[src/rtl/ov9281_sccb_target.sv]
// ov9281_sccb_target
//   SCCB/I2C target that emulates the OV9281 control port. It decodes a 7-bit
//   device address, a 16-bit register pointer (high byte first) and 8-bit data
//   bytes. Register accesses are presented as a simple strobe port.
//
//   Optional build macro: OV9281_TGT_FILTER_EN adds a FILTER_LEN-sample
//   glitch filter after the input synchronizers.
//
// Parameters
//   DEV_ADDR    7-bit target address (default 7'h60)
//   FILTER_LEN  stable-sample count of the glitch filter
// Ports
//   i_clk, i_rst   system clock, asynchronous active-high reset
//   i_scl_in       SCL bus level
//   i_sda_in       SDA bus level
//   o_sda_out      pad output level, always 0 (open drain)
//   o_sda_oe       1 = pull SDA low
//   o_reg_addr     16-bit register pointer
//   o_reg_wdata    write data, valid with o_reg_we
//   o_reg_we       one-cycle write strobe
//   o_reg_re       one-cycle read strobe; i_reg_rdata captured in that cycle
//   i_reg_rdata    read data, combinational from o_reg_addr
//   o_busy         addressed transaction in progress
module ov9281_sccb_target #(
  parameter logic [6:0]  DEV_ADDR   = 7'h60,
  parameter int unsigned FILTER_LEN = 4
) (
  input  logic        i_clk,
  input  logic        i_rst,
  input  logic        i_scl_in,
  input  logic        i_sda_in,
  output logic        o_sda_out,
  output logic        o_sda_oe,
  output logic [15:0] o_reg_addr,
  output logic [7:0]  o_reg_wdata,
  output logic        o_reg_we,
  output logic        o_reg_re,
  input  logic [7:0]  i_reg_rdata,
  output logic        o_busy
);

  typedef enum logic [3:0] {
    S_IDLE,
    S_DEV,
    S_DEV_ACK,
    S_AH,
    S_AH_ACK,
    S_AL,
    S_AL_ACK,
    S_WR,
    S_WR_ACK,
    S_RD,
    S_RD_MACK,
    S_IGNORE
  } state_t;

  // ---------------------------------------------------------------------------
  // Input synchronizers (idle bus level is high)
  // ---------------------------------------------------------------------------
  logic [1:0] scl_sync_q;
  logic [1:0] sda_sync_q;
  logic       scl_f;
  logic       sda_f;

  always_ff @(posedge i_clk or posedge i_rst) begin
    if (i_rst) begin
      scl_sync_q <= '1;
      sda_sync_q <= '1;
    end else begin
      scl_sync_q <= {scl_sync_q[0], i_scl_in};
      sda_sync_q <= {sda_sync_q[0], i_sda_in};
    end
  end

`ifdef OV9281_TGT_FILTER_EN
  localparam int unsigned CNT_W = (FILTER_LEN > 2) ? $clog2(FILTER_LEN) : 1;
  localparam logic [CNT_W-1:0] CNT_LAST = CNT_W'(FILTER_LEN - 1);

  logic [CNT_W-1:0] scl_cnt_q, scl_cnt_d;
  logic [CNT_W-1:0] sda_cnt_q, sda_cnt_d;
  logic             scl_flt_q, scl_flt_d;
  logic             sda_flt_q, sda_flt_d;

  // Each line follows its synchronizer only after FILTER_LEN consecutive
  // samples that differ from the current filtered level.
  always_comb begin
    scl_flt_d = scl_flt_q;
    scl_cnt_d = '0;
    if (scl_sync_q[1] != scl_flt_q) begin
      if (scl_cnt_q == CNT_LAST) scl_flt_d = scl_sync_q[1];
      else                       scl_cnt_d = scl_cnt_q + CNT_W'(1);
    end
    sda_flt_d = sda_flt_q;
    sda_cnt_d = '0;
    if (sda_sync_q[1] != sda_flt_q) begin
      if (sda_cnt_q == CNT_LAST) sda_flt_d = sda_sync_q[1];
      else                       sda_cnt_d = sda_cnt_q + CNT_W'(1);
    end
  end

  always_ff @(posedge i_clk or posedge i_rst) begin
    if (i_rst) begin
      scl_flt_q <= 1'b1;
      sda_flt_q <= 1'b1;
      scl_cnt_q <= '0;
      sda_cnt_q <= '0;
    end else begin
      scl_flt_q <= scl_flt_d;
      sda_flt_q <= sda_flt_d;
      scl_cnt_q <= scl_cnt_d;
      sda_cnt_q <= sda_cnt_d;
    end
  end

  assign scl_f = scl_flt_q;
  assign sda_f = sda_flt_q;
`else
  logic unused_filter_len;
  assign unused_filter_len = ^FILTER_LEN;
  assign scl_f = scl_sync_q[1];
  assign sda_f = sda_sync_q[1];
`endif

  // ---------------------------------------------------------------------------
  // Edge / bus-condition detection
  // ---------------------------------------------------------------------------
  logic scl_prev_q;
  logic sda_prev_q;

  always_ff @(posedge i_clk or posedge i_rst) begin
    if (i_rst) begin
      scl_prev_q <= 1'b1;
      sda_prev_q <= 1'b1;
    end else begin
      scl_prev_q <= scl_f;
      sda_prev_q <= sda_f;
    end
  end

  logic scl_rise;
  logic scl_fall;
  logic start_det;
  logic stop_det;

  assign scl_rise  =  scl_f & ~scl_prev_q;
  assign scl_fall  = ~scl_f &  scl_prev_q;
  assign start_det =  scl_f &  scl_prev_q &  sda_prev_q & ~sda_f;
  assign stop_det  =  scl_f &  scl_prev_q & ~sda_prev_q &  sda_f;

  // ---------------------------------------------------------------------------
  // Protocol FSM
  // ---------------------------------------------------------------------------
  state_t      state_q,   state_d;
  logic [3:0]  bit_cnt_q, bit_cnt_d;
  logic [7:0]  shift_q,   shift_d;
  logic [7:0]  ah_q,      ah_d;
  logic [15:0] addr_q,    addr_d;
  logic [7:0]  wdata_q,   wdata_d;
  logic        we_q,      we_d;
  logic        inc_q,     inc_d;
  logic        sda_oe_q,  sda_oe_d;
  logic        busy_q,    busy_d;
  logic        rw_q,      rw_d;
  // ACK states: 0 = waiting for the fall that starts driving ACK,
  // 1 = ACK driven, next fall ends it. RD_MACK: 1 = initiator ACK seen.
  logic        phase_q,   phase_d;
  logic        rd_load;
  logic [7:0]  rx_byte;

  assign rx_byte = {shift_q[6:0], sda_f};

  always_comb begin
    state_d   = state_q;
    bit_cnt_d = bit_cnt_q;
    shift_d   = shift_q;
    ah_d      = ah_q;
    addr_d    = addr_q;
    wdata_d   = wdata_q;
    we_d      = 1'b0;
    sda_oe_d  = sda_oe_q;
    busy_d    = busy_q;
    rw_d      = rw_q;
    phase_d   = phase_q;
    rd_load   = 1'b0;

    // Pointer advances the cycle after each write or read strobe.
    if (we_q || inc_q) addr_d = addr_q + 16'd1;

    if (start_det) begin
      state_d   = S_DEV;
      bit_cnt_d = '0;
      sda_oe_d  = 1'b0;
      phase_d   = 1'b0;
    end else if (stop_det) begin
      state_d  = S_IDLE;
      sda_oe_d = 1'b0;
      busy_d   = 1'b0;
      phase_d  = 1'b0;
    end else begin
      case (state_q)
        S_DEV, S_AH, S_AL, S_WR: begin
          if (scl_rise) begin
            shift_d   = rx_byte;
            bit_cnt_d = bit_cnt_q + 4'd1;
            if (bit_cnt_q == 4'd7) begin
              bit_cnt_d = '0;
              phase_d   = 1'b0;
              case (state_q)
                S_DEV: begin
                  if (rx_byte[7:1] == DEV_ADDR) begin
                    state_d = S_DEV_ACK;
                    rw_d    = rx_byte[0];
                    busy_d  = 1'b1;
                  end else begin
                    state_d = S_IGNORE;
                    busy_d  = 1'b0;
                  end
                end
                S_AH: begin
                  ah_d    = rx_byte;
                  state_d = S_AH_ACK;
                end
                S_AL: begin
                  addr_d  = {ah_q, rx_byte};
                  state_d = S_AL_ACK;
                end
                default: begin
                  wdata_d = rx_byte;
                  we_d    = 1'b1;
                  state_d = S_WR_ACK;
                end
              endcase
            end
          end
        end

        S_DEV_ACK, S_AH_ACK, S_AL_ACK, S_WR_ACK: begin
          if (scl_fall) begin
            if (!phase_q) begin
              sda_oe_d = 1'b1;
              phase_d  = 1'b1;
            end else begin
              sda_oe_d  = 1'b0;
              phase_d   = 1'b0;
              bit_cnt_d = '0;
              case (state_q)
                S_DEV_ACK: begin
                  if (rw_q) rd_load = 1'b1;
                  else      state_d = S_AH;
                end
                S_AH_ACK: state_d = S_AL;
                default:  state_d = S_WR;
              endcase
            end
          end
        end

        S_RD: begin
          if (scl_rise) begin
            bit_cnt_d = bit_cnt_q + 4'd1;
          end else if (scl_fall) begin
            if (bit_cnt_q == 4'd8) begin
              state_d  = S_RD_MACK;
              sda_oe_d = 1'b0;
              phase_d  = 1'b0;
            end else begin
              shift_d  = {shift_q[6:0], 1'b0};
              sda_oe_d = ~shift_q[6];
            end
          end
        end

        S_RD_MACK: begin
          if (scl_rise) begin
            if (sda_f) state_d = S_IGNORE;
            else       phase_d = 1'b1;
          end else if (scl_fall && phase_q) begin
            phase_d = 1'b0;
            rd_load = 1'b1;
          end
        end

        default: ;
      endcase

      // Read strobe and data capture share the cycle, so the first data bit
      // goes out with the same latency as an ACK.
      if (rd_load) begin
        state_d   = S_RD;
        bit_cnt_d = '0;
        shift_d   = i_reg_rdata;
        sda_oe_d  = ~i_reg_rdata[7];
      end
    end

    inc_d = rd_load;
  end

  always_ff @(posedge i_clk or posedge i_rst) begin
    if (i_rst) begin
      state_q   <= S_IDLE;
      bit_cnt_q <= '0;
      shift_q   <= '0;
      ah_q      <= '0;
      addr_q    <= '0;
      wdata_q   <= '0;
      we_q      <= 1'b0;
      inc_q     <= 1'b0;
      sda_oe_q  <= 1'b0;
      busy_q    <= 1'b0;
      rw_q      <= 1'b0;
      phase_q   <= 1'b0;
    end else begin
      state_q   <= state_d;
      bit_cnt_q <= bit_cnt_d;
      shift_q   <= shift_d;
      ah_q      <= ah_d;
      addr_q    <= addr_d;
      wdata_q   <= wdata_d;
      we_q      <= we_d;
      inc_q     <= inc_d;
      sda_oe_q  <= sda_oe_d;
      busy_q    <= busy_d;
      rw_q      <= rw_d;
      phase_q   <= phase_d;
    end
  end

  assign o_sda_out   = 1'b0;
  assign o_sda_oe    = sda_oe_q;
  assign o_reg_addr  = addr_q;
  assign o_reg_wdata = wdata_q;
  assign o_reg_we    = we_q;
  assign o_reg_re    = rd_load;
  assign o_busy      = busy_q;

endmodule

[config.mk]
export PLATFORM = sky130hd
export DESIGN_NAME = ov9281_sccb_target
export DESIGN_NICKNAME = d
export VERILOG_FILES = /design/src/rtl/ov9281_sccb_target.sv
export SDC_FILE = /design/constraint.sdc
export NUM_CORES = 1
export LEC_CHECK = 0
export CAP_MARGIN = 10
export CORE_MARGIN = 3
export CORE_UTILIZATION = 55
export DETAILED_ROUTE_END_ITERATION = 16
export GPL_ROUTABILITY_DRIVEN = 0
export PLACE_DENSITY = 0.85
export SLEW_MARGIN = 25
export SYNTH_ARGS = -nofsm -noshare
export SYNTH_HDL_FRONTEND = slang
export SYNTH_SLANG_ARGS = --single-unit
[constraint.sdc]
create_clock -name i_clk -period 2.4 [get_ports i_clk]
set_input_delay 0.24 -clock i_clk [delete_from_list [all_inputs] [get_ports i_clk]]
set_output_delay 0.24 -clock i_clk [all_outputs]
set_load 0.02 [all_outputs]
==> flow_summary.ini, run 1 <==
[yosys]
synth_edf_count = 0
ys_seq_elements = 59
ys_types = 56
synth_most_common_cell = dfrtp_1
syn-num-nets = 330
syn_avg_cell_area_um2 = 9.81
synth_top_cell_area_share_pct = 42.9
yosysSeqAreaShare_pct = 48.0
ys_top_cells_by_area = dfrtp_1 (43%), mux2_2 (7.7%), dfstp_2 (5.1%)
synth_top_area_cell = dfrtp_1
synth_area_mm2 = 0.00309
yosysWarnings = 0
synthTopCellsByCount = dfrtp_1 (53), nor2_1 (41), nand2_1 (33), a21oi_1 (25), mux2_2 (21)
async_reset_ff_share_pct = 100
synthFlopType = dfrtp_1
synth_cells = 315

[die]
core_area_mm2 = 0.00527
rows = 26
die_h_um = 80.9
dieArea_mm2 = 0.00655
die_w_um = 80.9
initial_utilization_pct = 58.6
io_pins = 41

[worst_setup_path]
criticalPathCategory = flop to flop
cpPeakStageDelay_ps = 560
r2r_setup_slack_ps = 70
cp-start-kind = flop
cp-end-kind = flop
critPathMaxFanout = 9
crit_family = simple AND/OR/NAND/NOR gates
crit_arrival_ps = 2590
slowest_stage = or4_4
worstPathCellList = buf_4 > nor2b_1 > a21oi_1 > nor2_1 > or4_4 > or4b_4 > o211ai_2
crit_buf_inv = 1
worst_ep_required_time_ps = 2660

[global_route]
grt_pass1_vias = 2654
grt_pass1_wl_um = 12400
grt.total_usage_pct = 25.2
gr-total-overflow = 0
grt_max_degree = 60
antenna_found_initial = 0

[routing]
ant_nets = 0
wl_per_cell_um = 16.6
first_iter_violations = 214
routed_via_density = 5.97
dr.pass1.iters = 5
drc = 0
vias = 2638
wirelength_um = 7350

[sta]
setup_viol = 0
rsz0062_at_grt = true
max_slew_margin_pct = 59.6
timing.fmax_mhz = 429
finClkSkew_ps = 12.8
finalHoldViolations = 0
fin_ws_ps = 70.6
tightest_slew_ps = 600
timing.final.crit_share_pct = 97.1
fin_crit_ps = 2330
drv_slew = 0

[status]
status = complete, no violations

[run]
drv_cap = 0

[final_layout]
area_growth_pct = 25.0
num_antenna_cells = 0
layout.cells.non_filler = 442
drive_gt1_share_pct = 21.5
post-route-cell-area_mm2 = 0.00386
final_core_utilization_pct = 73.3
fin_nets = 383

[placed_design]
dp.final_hpwl_um = 4910
portBuffers = 39
placed_cells_incl_taps = 422
post-place-ws_ps = 45.4
placed_area_mm2 = 0.00360

[cts]
clk_pin_slew_worst_paths_ps = 70
clock_path_buffers = 2
cts.sinks = 59
cts_buffers = 9
cts_tree = done
clk-insertion-delay-late_ps = 340
cts_max_level = 3
root_buffer = clkbuf_8

[min_path]
min_path_type = input pin to async pin

[power]
ir_drop_mv = 0.782
p_leak_nw = 1.73
powerDensity_mw_per_mm2 = 940
-- kinds of logic (layout without fill, tap and decap cells) --
| group | count (synthesis) | count (layout) | share of synthesized area, % |
|---|---|---|---|
| AND/OR/NAND/NOR | 118 | 118 | 18.9 |
| AO/OA/AOI/OAI | 71 | 71 | 15.2 |
| flip-flops | 59 | 59 | 48.0 |
| buffers and inverters | 25 | 82 | 3.69 |
| multiplexers | 23 | 23 | 8.30 |
| XOR/XNOR | 15 | 15 | 4.50 |
| adder cells (fa/ha/maj) | 3 | 3 | 1.22 |
| other | 1 | 1 | 0.121 |
-- area by class of cell --
class                           instances  area [um^2]
Sequential cell                        59         1490
Timing Repair Buffer                   57          537
Clock buffer                           10          138
Fill cell                             373         1410
Clock inverter                          5         53.8
Multi-Input combinational cell        231         1520
Inverter                               10         37.5
Tap cell                               70         87.6
-- registers in the layout, summed over array words and instances, names as in the netlist --
| signal | count |
|---|---|
| o_reg_addr | 16 |
| ah_q | 8 |
| o_reg_wdata | 8 |
| shift_q | 7 |
| bit_cnt_q | 4 |
| state_q | 4 |
| scl_sync_q | 2 |
| sda_sync_q | 2 |
| inc_q | 1 |
| o_busy | 1 |
| o_reg_we | 1 |
| o_sda_oe | 1 |
| phase_q | 1 |
| rw_q | 1 |
| scl_prev_q | 1 |
| sda_prev_q | 1 |
-- final timing paths --
path	start	end	depth (start not counted)
min	i_rst	bit_cnt_q[1]$_DFFE_PP0P_	3
min reg2reg	scl_sync_q[0]$_DFF_PP1_	scl_sync_q[1]$_DFF_PP1_	0
max	state_q[1]$_DFFE_PP0P_	state_q[1]$_DFFE_PP0P_	7
max reg2reg	state_q[1]$_DFFE_PP0P_	state_q[1]$_DFFE_PP0P_	7
max in group asynchronous	i_rst	scl_sync_q[0]$_DFF_PP1_	3
min in group i_clk	i_scl_in	scl_sync_q[0]$_DFF_PP1_	1
-- layout by cell type (no fill, tap or decap), types with 3 or more instances in the layout --
cell | synthesis | layout
dfrtp_1 | 53 | 49
nor3_1 | 3 | 3
clkinv_2 | 0 | 3
mux2_2 | 21 | 21
inv_1 | 9 | 8
xor2_1 | 10 | 10
a21oi_1 | 25 | 25
nand2_1 | 33 | 33
nand2b_1 | 3 | 3
clkdlybuf4s50_1 | 0 | 38
nand3_1 | 9 | 9
a31oi_1 | 9 | 9
dfstp_2 | 6 | 6
nor2b_1 | 3 | 3
buf_4 | 2 | 17
o21ai_0 | 10 | 10
clkbuf_8 | 0 | 10
or3_1 | 4 | 4
xnor2_1 | 4 | 4
dfrtp_2 | 0 | 4
nor2_1 | 41 | 41
and3_1 | 5 | 5
-- per-layer routing --
layer | GRT usage (%) | part of all wire [%] | vias to the layer above
li1 | - | - | 1224
met1 | 31.8 | 42 | 1285
met2 | 40.5 | 48 | 113
met3 | 7.98 | 7.5 | 16
met4 | 9.80 | 2.2 | 0
met5 | 0 | 0 | -
-- metrics by stage --
step           power (mW)  hold WS [ps]  TNS (ps)
2_1_floorplan        2.28           244         0
3_3_place_gp         2.58           348         0
3_5_place_dp         2.63           348         0
4_1_cts              3.53           277         0
5_1_grt              3.86           282     -9.76
6_report             3.63           259         0
-- worst min-delay path: stages --
cell and delay [ps]:
clkdlybuf4s50_1 410, inv_2 70, buf_12 270
-- power breakdown --
part           internal (mW)  switching, mW
Clock                  0.498          0.392
Combinational          0.628          0.664
Sequential              1.16          0.293
Total                   2.28           1.35
-- timing repair --
item                                    in CTS  in global routing
endpoints found under the setup margin       1                 15
setup buffers                                0                  5
gates resized for setup                      2                  8
pin swaps                                    0                  1
endpoints found under the hold margin        0                  0
hold buffers                                 0                  0
Power figures use the tool's default switching activity.
==> run 2, diff against run 1 <==
Settings changed: ABC_AREA from default to 1, CELL_PAD_IN_SITES_DETAIL_PLACEMENT from default to 1, CELL_PAD_IN_SITES_GLOBAL_PLACEMENT from default to 1, CORE_UTILIZATION 55 to 41, SKIP_CTS_REPAIR_TIMING from default to 1.
==> run 2 against run 1 <==
  * Utilization decreased by 21 points
  * Maximum frequency decreased by 0.11%
  * Critical path depth decreased by 1
  * Worst setup slack got worse by 2.6 ps
  * Clock-buffer cell count decreased by 1
  * Register-to-register slack improved by 330 ps
  * Non-clock buffer count decreased by 16
  * Global-route usage decreased by 3.8 points
  * Clock skew decreased by 6.5 ps
  * Via count increased by 16%
  * Die area increased by 40%
  * Sequential share of layout area decreased by 1.9 points
  * Critical endpoint is now o_reg_re
==> flow_summary.ini, run 2 <==
[status]
status = complete, no violations

[yosys]
syn-num-nets = 447
synthMuxAreaShare_pct = 0.303
synth_cells = 432
synth_edf_count = 0
ys_seq_elements = 59
yosysSeqAreaShare_pct = 44.9
yosysWarnings = 0
synth_top_area_cell = dfrtp_1
synth_top_family_by_area = simple AND/OR/NAND/NOR gates
synthXorXnorAreaFrac_pct = 2.92
synthFlopType = dfrtp_1
async_reset_ff_share_pct = 100
synth_compound_area_share_pct = 11.6
synth_area_mm2 = 0.00330
ys_types = 35
yosys.area_share.simple_pct = 31.8
synth_most_common_cell = nand2_1
synth_top_cell_area_share_pct = 40.2
ys_top_cells_by_area = dfrtp_1 (40%), nand2_1 (13%), nand3_1 (5.8%)
synthAdderAreaFrac_pct = 1.14
synthTopCellsByCount = nand2_1 (111), dfrtp_1 (53), inv_1 (42), nor2_1 (42), nand3_1 (38)
syn_avg_cell_area_um2 = 7.65

[placed_design]
post-place-ws_ps = 424
portBuffers = 39
dp.final_hpwl_um = 6590

[global_route]
grt_pass1_vias = 3172
grt_pass1_wl_um = 15000
gr-total-overflow = 0
grt_max_degree = 60
grt.total_usage_pct = 21.4
antenna_found_initial = 0

[power]
powerDensity_mw_per_mm2 = 959
ir_drop_mv = 0.552
p_leak_nw = 1.93

[worst_setup_path]
slowest_stage = clkdlybuf4s50_1
r2r_setup_slack_ps = 400
criticalPathCategory = flop to output pin
critPathMaxFanout = 7
worstPathCellList = nor2_1 > nand3_1 > nand2_2 > nand2_4 > inv_4 > clkdlybuf4s50_1
crit_arrival_ps = 2090
cp-end-kind = output pin
cp-start-kind = flop
cpPeakStageDelay_ps = 590
worst_ep_required_time_ps = 2160

[final_layout]
num_antenna_cells = 0
final_common_cell = nand2_1
largest_register_ffs = 16
final_core_utilization_pct = 52.2
fill_cells = 977
area_growth_pct = 22.8
mostFrequentLayoutCells = nand2_1 (111), dfrtp_1 (51), inv_1 (41)
drive_gt1_share_pct = 14.5
fin_nets = 492

[routing]
routed_via_density = 5.23
vias = 3056
wl_per_cell_um = 15.4
wirelength_um = 8990
first_iter_violations = 115
dr.pass1.iters = 4
drc = 0
ant_nets = 0

[cts]
clock_path_buffers = 2
root_buffer = clkbuf_8
clk_pin_slew_worst_paths_ps = 80
cts_tree = done
cts.sinks = 59
cts_max_level = 3
clk-insertion-delay-late_ps = 340
cts_buffers = 9

[sta]
fin_crit_ps = 2330
fin_ws_ps = 68.0
setup_tns_ps = 0
tightest_slew_ps = 511
hold_ws_ps = 271
finClkSkew_ps = 6.33
max_slew_margin_pct = 65.8
timing.fmax_mhz = 429
drv_slew = 0
setup_viol = 0
timing.final.crit_share_pct = 97.2
finalHoldViolations = 0

[die]
io_pins = 41
dieArea_mm2 = 0.00917
initial_utilization_pct = 42.5
core_area_mm2 = 0.00777
die_w_um = 95.8
rows = 32
die_h_um = 95.8

[min_path]
min_path_type = input pin to async pin

[run]
drv_cap = 0
==> run 2: changes by cell type in the layout (fill, tap and decap cells not counted), moves of 18 or more <==
| cell | delta |
|---|---|
| o21ai_1 | +19 |
| a21oi_1 | -18 |
| inv_1 | +33 |
| nand2_1 | +78 |
| mux2_2 | -21 |
| nand3_1 | +29 |
==> run 2: through the flow <==
step                area (um^2)  std cells  power (mW)
global route               4060        584        4.19
detailed placement         3800        568        2.74
floorplan                  3300        432        2.36
finish                     4060        584        3.89
CTS                        4050        584        3.91
global placement           3800        568        2.70
==> run 2: logic make-up after synthesis <==
| group | Yosys count |
|---|---|
| fa+ha+maj | 3 |
| mux | 1 |
| flops | 59 |
| simple gates | 232 |
| xor+xnor | 11 |
| buf+inv | 57 |
| compound gates | 68 |
| other cells | 1 |
==> run 2: routing by layer <==
metal  vias up  share of wire [%]  GRT usage, %  routed length [um]
met5         -                  0             0                   0
met4         0                1.7          7.11                 155
met3        15                3.0          5.47                 272
met2        54                 52          37.1                4690
met1      1492                 43          25.7                3870
li1       1495                  -             -                   -
==> run 2: layout make-up <==
| class | instances | area [um^2] | area share, % |
|---|---|---|---|
| inverter | 50 | 190 | 4.69 |
| multi-input combinational | 316 | 1590 | 39.1 |
| timing repair buffer | 41 | 418 | 10.3 |
| sequential | 59 | 1490 | 36.6 |
| tap | 102 | 128 | 3.15 |
| clock inverter | 7 | 124 | 3.05 |
| clock buffer | 9 | 124 | 3.05 |
==> run 2: power by group <==
| part | internal, mW | leakage (nW) | total, mW | switching (mW) |
|---|---|---|---|---|
| registers | 1.15 | 0.762 | 1.30 | 0.155 |
| logic | 0.489 | 1.05 | 1.44 | 0.955 |
| clock network | 0.697 | 0.120 | 1.14 | 0.448 |
==> run 2: final timing paths <==
check                                                end  depth (start not counted)                    start
worst min-delay path                 phase_q$_DFFE_PP0P_                          3                    i_rst
worst max-delay path                            o_reg_re                          6   state_q[0]$_DFFE_PP0P_
worst max register to register  o_reg_addr[11]$_DFF_PP0_                          8  scl_sync_q[1]$_DFF_PP1_
min in group i_clk               scl_sync_q[0]$_DFF_PP1_                          1                 i_scl_in
worst min register to register   sda_sync_q[1]$_DFF_PP1_                          0  sda_sync_q[0]$_DFF_PP1_
max in group asynchronous           sda_prev_q$_DFF_PP1_                          3                    i_rst
==> run 2: critical path, delay by kind of cell, from the launching register on <==
kind | cells | cell delay [ps]
and+or+nand+nor | 4 | 600
DFF | 1 | 470
buffers and inverters | 2 | 670
==> run 3, diff against run 2 <==
Settings changed: SKIP_CTS_REPAIR_TIMING 1 to default.
==> results of run 3 <==
No change in the layout: final DEF, timing and power equal those of run 2.
